--- config.mk ---
export PLATFORM = sky130hd
export DESIGN_NAME = outer1bits_peel_ctrl
export DESIGN_NICKNAME = d
export VERILOG_FILES = /design/src/rtl/outer1bits_peel_ctrl_pkg.sv /design/src/rtl/outer1bits_peel_ctrl_outer1bits.sv /design/src/rtl/outer1bits_peel_ctrl.sv
export SDC_FILE = /design/constraint.sdc
export NUM_CORES = 1
export LEC_CHECK = 0
export CAP_MARGIN = 25
export CORE_ASPECT_RATIO = 1.5
export CORE_MARGIN = 2
export CORE_UTILIZATION = 40
export CTS_CLUSTER_SIZE = 14
export DETAILED_ROUTE_END_ITERATION = 8
export HOLD_SLACK_MARGIN = 0.1
export PLACE_DENSITY_LB_ADDON = 0.25
export SLEW_MARGIN = 20
export SYNTH_ARGS = -nofsm -noshare
export SYNTH_HDL_FRONTEND = slang
export SYNTH_HIERARCHICAL = 1
export SYNTH_SLANG_ARGS = --single-unit
--- constraint.sdc ---
create_clock -name clk_i -period 2.9 [get_ports clk_i]
set_clock_uncertainty 0.2 [all_clocks]
set_input_delay 0.435 -clock clk_i [delete_from_list [all_inputs] [get_ports clk_i]]
set_output_delay 0.435 -clock clk_i [all_outputs]
set_load 0.005 [all_outputs]
--- src/rtl/outer1bits_peel_ctrl_pkg.sv ---
// -----------------------------------------------------------------------------
// outer1bits_peel_ctrl_pkg
//
// Purpose: shared definitions for the outer1bits peel controller slice.
//   - default values for the data width and the word counter width
//   - the two-state controller enum (IDLE, EMIT) plus plain localparam
//     encodings of the same states for code that keeps state in a
//     bare logic vector
//
// Ports: none (package).
// -----------------------------------------------------------------------------
package outer1bits_peel_ctrl_pkg;

   // Default width of the input word and of each one-hot output.
   localparam int DEF_WIDTH = 4;

   // Default width of the processed-word counter.
   localparam int DEF_CNT_W = 8;

   // Controller states. IDLE accepts a word, EMIT streams its pairs.
   typedef enum logic [0:0] {
      IDLE = 1'b0,
      EMIT = 1'b1
   } peel_state_e;

   // Bare-vector encodings of the enum, used by the state register.
   localparam logic [0:0] ST_IDLE = IDLE;
   localparam logic [0:0] ST_EMIT = EMIT;

endpackage : outer1bits_peel_ctrl_pkg

--- src/rtl/outer1bits_peel_ctrl_outer1bits.sv ---
// -----------------------------------------------------------------------------
// outer1bits_peel_ctrl_outer1bits
//
// Purpose: purely combinational "outer 1 bits" decomposition of a word.
//   data_left_o  is the one-hot MSB-most set bit of data_i (0 if none).
//   data_right_o is the one-hot LSB-most set bit of data_i (0 if none).
//   With a single set bit both outputs equal that bit. Both outputs are
//   forced to zero while data_val_i is low.
//
// Ports:
//   data_i        in  WIDTH  word to decompose
//   data_val_i    in  1      data_i is valid (gates the outputs)
//   data_left_o   out WIDTH  one-hot leftmost set bit, or zero
//   data_right_o  out WIDTH  one-hot rightmost set bit, or zero
// -----------------------------------------------------------------------------
module outer1bits_peel_ctrl_outer1bits
   import outer1bits_peel_ctrl_pkg::*;
#(
   parameter int WIDTH = DEF_WIDTH
) (
   input  logic [WIDTH-1:0] data_i,
   input  logic             data_val_i,
   output logic [WIDTH-1:0] data_left_o,
   output logic [WIDTH-1:0] data_right_o
);

   logic [WIDTH-1:0] left_raw;
   logic [WIDTH-1:0] right_raw;

   // Leftmost: scan upward, every later (higher) set bit overrides the
   // earlier choice, so the final value is the MSB-most set bit.
   always_comb begin
      left_raw = '0;
      for (int i = 0; i < WIDTH; i++) begin
         if (data_i[i]) begin
            left_raw    = '0;
            left_raw[i] = 1'b1;
         end
      end
   end

   // Rightmost: classic two's-complement isolate-lowest-set-bit trick.
   assign right_raw = data_i & (~data_i + WIDTH'(1));

   assign data_left_o  = data_val_i ? left_raw  : '0;
   assign data_right_o = data_val_i ? right_raw : '0;

endmodule : outer1bits_peel_ctrl_outer1bits

--- src/rtl/outer1bits_peel_ctrl.sv ---
// -----------------------------------------------------------------------------
// outer1bits_peel_ctrl
//
// Purpose: accepts a WIDTH-bit word and peels it into a stream of
// (leftmost, rightmost) one-hot bit pairs, two set bits per beat, from the
// outside in. A word with popcount p yields max(1, ceil(p/2)) beats; a zero
// word yields a single all-zero beat flagged last. Words are handled one at
// a time: the block never accepts a new word while it is emitting.
//
// Handshakes (both sides): a transfer happens on a rising clk_i edge where
// the valid and the matching ready are both high. The producer of valid must
// hold its payload stable until that edge; ready may change freely. Here
// data_ready_o is high exactly in IDLE and data_val_o exactly in EMIT, so a
// stalled beat (data_ready_i low) keeps every output unchanged.
//
// Ports:
//   clk_i         in  1       clock, rising edge
//   rst_i         in  1       asynchronous active-high reset
//   data_i        in  WIDTH   word to decompose
//   data_val_i    in  1       data_i valid
//   data_ready_o  out 1       block can accept a word (IDLE)
//   data_left_o   out WIDTH   one-hot leftmost remaining set bit, or zero
//   data_right_o  out WIDTH   one-hot rightmost remaining set bit, or zero
//   data_val_o    out 1       output pair valid (EMIT)
//   data_ready_i  in  1       downstream accepts the pair
//   data_last_o   out 1       current beat is the last one for the word
//   beat_idx_o    out IDX_W   beat index within the word, from 0
//   word_cnt_o    out CNT_W   number of fully emitted words, wrapping
//   dbg_state_o   out 1       controller state (IDLE/EMIT encoding)
// -----------------------------------------------------------------------------
module outer1bits_peel_ctrl
   import outer1bits_peel_ctrl_pkg::*;
#(
   parameter int WIDTH = DEF_WIDTH,
   parameter int CNT_W = DEF_CNT_W,
   localparam int IDX_W = (WIDTH > 1) ? $clog2(WIDTH) : 1
) (
   input  logic             clk_i,
   input  logic             rst_i,
   input  logic [WIDTH-1:0] data_i,
   input  logic             data_val_i,
   output logic             data_ready_o,
   output logic [WIDTH-1:0] data_left_o,
   output logic [WIDTH-1:0] data_right_o,
   output logic             data_val_o,
   input  logic             data_ready_i,
   output logic             data_last_o,
   output logic [IDX_W-1:0] beat_idx_o,
   output logic [CNT_W-1:0] word_cnt_o,
   output logic [0:0]       dbg_state_o
);

   // --------------------------------------------------------------------------
   // Registers (the only sequential elements of the block)
   // --------------------------------------------------------------------------
   logic [0:0]       state_q;
   logic [WIDTH-1:0] residue_q;
   logic [IDX_W-1:0] beat_idx_q;
   logic [CNT_W-1:0] word_cnt_q;

   // --------------------------------------------------------------------------
   // Decomposition of the residue
   // --------------------------------------------------------------------------
   logic [WIDTH-1:0] left_w;
   logic [WIDTH-1:0] right_w;
   logic [WIDTH-1:0] residue_next_w;
   logic             last_w;
   logic             in_emit;
   logic             in_fire;
   logic             beat_fire;

   outer1bits_peel_ctrl_outer1bits #(
      .WIDTH (WIDTH)
   ) u_outer1bits (
      .data_i       (residue_q),
      .data_val_i   (1'b1),
      .data_left_o  (left_w),
      .data_right_o (right_w)
   );

   // Residue after removing the pair currently on the outputs. When it is
   // empty this beat finishes the word; a zero residue is therefore its own
   // (single) last beat.
   assign residue_next_w = residue_q & ~(left_w | right_w);
   assign last_w         = (residue_next_w == '0);

   assign in_emit   = (state_q == ST_EMIT);
   assign in_fire   = (state_q == ST_IDLE) && data_val_i;
   assign beat_fire = in_emit && data_ready_i;

   // --------------------------------------------------------------------------
   // Controller
   // --------------------------------------------------------------------------
   always_ff @(posedge clk_i or posedge rst_i) begin
      if (rst_i) begin
         state_q    <= ST_IDLE;
         residue_q  <= '0;
         beat_idx_q <= '0;
         word_cnt_q <= '0;
      end else begin
         if (in_fire) begin
            residue_q  <= data_i;
            beat_idx_q <= '0;
            state_q    <= ST_EMIT;
         end else if (beat_fire) begin
            if (last_w) begin
               // Word complete: clear the residue so IDLE never carries
               // leftover bits into the next word.
               residue_q  <= '0;
               beat_idx_q <= '0;
               word_cnt_q <= word_cnt_q + CNT_W'(1);
               state_q    <= ST_IDLE;
            end else begin
               residue_q  <= residue_next_w;
               beat_idx_q <= beat_idx_q + IDX_W'(1);
            end
         end
      end
   end

   // --------------------------------------------------------------------------
   // Outputs
   // --------------------------------------------------------------------------
   assign data_ready_o = ~in_emit;
   assign data_val_o   = in_emit;
   // Pair and last flag only carry meaning while a beat is offered.
   assign data_left_o  = in_emit ? left_w  : '0;
   assign data_right_o = in_emit ? right_w : '0;
   assign data_last_o  = in_emit & last_w;
   assign beat_idx_o   = beat_idx_q;
   assign word_cnt_o   = word_cnt_q;
   assign dbg_state_o  = state_q;

endmodule : outer1bits_peel_ctrl

==> metrics <==
GRT overflow=0; DRT Wirelength=just under 2000 um; Slew Limit Fails=0; register area=about 380 um^2; status=finished, final reports clean; total number of vias=roughly 760; drt first-iter violations=10; RePlAce Congestion=between 0.8 and 0.9; area delta synth->final=45.6%; fin crit period=2.56 ns; final setup TNS=0 ns; Worst setup EP type=primary output; slowest stage delay, CP=roughly 0.5 ns; Fillers=around 190; drt pass-1 iters=4; Sink Count=15; Placed Area=0.00120 mm^2; synthesis-stage register bit count=15; Pwr Total=about 1.1 mW; Yosys top cell area share=43.2%; clock buffer depth=2; initial antenna violation count=0; pwr/cell area=a little under 900 mW/mm^2; crit path cell chain=nor4b_2, buf_4, and2_1, clkdlybuf4s50_1; DP Wirelength=between 1000 and 1500 um; Final Non-Filler Cells=149; Vias/cell=5.07; num rows=20; crit path launch type=register; period utilisation layout=about nine tenths; area of the die=0.00257 mm^2; top post-synthesis cells by area=dfrtp_1, and2_1, xnor2_1; leakage=approximately 0.54 nW; layout cells sized above 1=between 10% and 20%; leading area contributor after synthesis=dfrtp_1; worst endpoint required time=roughly 2.3 ns; sequential-to-total area share from yosys stat=43.2%; Post-Syn Area=slightly below 900 um^2; Synth Instances=91; CTS tree=done; Avg Cell Area, Syn=9.56 um^2; core box area=0.00205 mm^2; area of the multi-input gates=roughly 520 um^2; number of antenna diodes=0; final non-filler cell area=0.00127 mm^2; Slew Limit Headroom=~62%; Initial Utilization=42.4%; RSZ-0062 raised after global routing=false; largest net degree at the start of global routing=19; clk root buf=clkbuf_4; worst-margin pin slew=roughly 0.57 ns; DP Worst Slack=approximately 0.15 ns; IO Pins=30; routed len/inst=between 10 and 15 um; setup ws final=0.338 ns; Final ANT Viol Nets=0; GR Util met3=under 10%; number of cells after detailed placement=145; CTS Buf Count=3; GRT Max-Usage Layer=met2; Setup CP Type=register to primary output; met2 Usage GRT=31.0%; GRT Total Usage=between 10% and 20%; worst hold path class=register to register; vias in the first global route=approximately 750; Hold Vio Cnt, Final=0; Max-Cap Viols=0; Final setup violation count=0; grt met1 use=17.7%; crit-path max FO=7; Die X=42.1 um; Total Nets Final=roughly 140; first-pass GRT wire length=3190 um; Util after Layout=61.7%; CP max stage cell=dfrtp_1; port bufs=29; CP arrival=roughly 1.9 ns; clock latency on the worst-skew pair=0.29 ns; Residual DRC=0; H-tree levels=1; Hold Slack=0.287 ns; DIE HEIGHT=61.1 um; fmax=390 MHz; Peak VDD IR=between 0.5 and 0.6 mV; Yosys cell types=28; CTS clk-pin slew, worst paths=0.09 ns; Syn. warnings=6; CTS Hold Bufs=0
[area by class of cell]
type | instances | area share [%]
Clock buffer | 4 | 2.08
Inverter | 2 | 0.593
Multi-Input combinational cell | 75 | 41.2
Sequential cell | 15 | 29.6
Tap cell | 22 | 2.17
Timing Repair Buffer | 31 | 24.3
[placed cells by master, fill, tap and decap left out, types with 2 or more instances in the layout]
master | synthesis | final
nor3b_1 | 4 | 3
and2_1 | 12 | 12
conb_1 | 1 | 5
buf_4 | 1 | 2
xnor2_1 | 7 | 7
clkdlybuf4s50_1 | 0 | 28
dfrtp_1 | 15 | 15
inv_1 | 2 | 2
nand4_1 | 3 | 3
nor2_1 | 5 | 4
clkbuf_4 | 0 | 3
nand3_1 | 5 | 5
nand2_1 | 9 | 9
o21ai_0 | 9 | 9
[path summary, 6_finish.rpt]
| check | from | endpoint | slack (ns) | cells after the start |
|---|---|---|---|---|
| worst max-delay path | residue_q[0]$_DFFE_PP0P_ | data_right_o[3] | 0.34 | 4 |
| worst min-delay path | word_cnt_o[7]$_DFFE_PP0P_ | word_cnt_o[7]$_DFFE_PP0P_ | 0.29 | 1 |
| worst max register to register | residue_q[1]$_DFFE_PP0P_ | word_cnt_o[1]$_DFFE_PP0P_ | 0.68 | 7 |
| worst min register to register | word_cnt_o[7]$_DFFE_PP0P_ | word_cnt_o[7]$_DFFE_PP0P_ | 0.29 | 1 |
| max in group asynchronous | rst_i | word_cnt_o[2]$_DFFE_PP0P_ | 1.81 | 2 |
| min in group asynchronous | rst_i | residue_q[0]$_DFFE_PP0P_ | 0.31 | 2 |
[cells in the mapped netlist (all sizes together)]
master / n
dfrtp: 15
and2: 13
nand2: 10
o21ai: 9
xnor2: 7
nand3: 5
nor2: 5
nor3b: 4
nand4: 3
clkbuf: 2
inv: 2
nor4b: 2
a2111oi: 1
and3: 1
and3b: 1
and4: 1
buf: 1
conb: 1
ha: 1
mux2: 1
mux2i: 1
nand2b: 1
nor2b: 1
nor3: 1
o21a: 1
o31ai: 1
[power breakdown]
| part | internal, mW | switching [mW] | leakage (nW) |
|---|---|---|---|
| logic | 0.366 | 0.236 | 0.332 |
| clock network | 0.0535 | 0.0677 | 0.0150 |
| registers | 0.288 | 0.120 | 0.191 |
[per-layer routing]
layer,routed length [um],vias up
met3,70,5
met1,780,350
met2,1040,21
met4,45,0
met5,0,-
li1,-,380
[kinds of logic (layout without fill, tap and decap cells)]
| group | after synthesis | in the layout | synth area share [%] |
|---|---|---|---|
| and+or+nand+nor | 48 | 48 | 32.4 |
| adders and majority gates | 1 | 1 | 1.44 |
| xor gates and xnor gates | 7 | 7 | 7.05 |
| muxes | 2 | 2 | 2.88 |
| AOI/OAI and AO/OA | 12 | 12 | 10.1 |
| other | 1 | 5 | 0.431 |
| DFF | 15 | 15 | 43.2 |
| buffers and inverters | 5 | 37 | 2.59 |
[sequential cells by signal (all words and copies together), names as in the netlist]
register and count:
word_cnt_o 8, residue_q 4, beat_idx_o 2, data_val_o 1
[timing repair]
action / in CTS / in global routing
resized for setup: 6 / 2
endpoints found under the hold margin: 0 / 0
pin swaps: 0 / 3
endpoints found under the setup margin: 1 / 1
gates cloned: 0 / 0
setup buffers: 0 / 0
[worst max-delay path: cells and delay by family, from the launching register on]
kind / cells / cell delay, ns
buffers and inverters: 2 / 0.66
and+or+nand+nor: 2 / 0.49
DFF: 1 / 0.49
No activity file was read; power rests on OpenSTA's default activity.
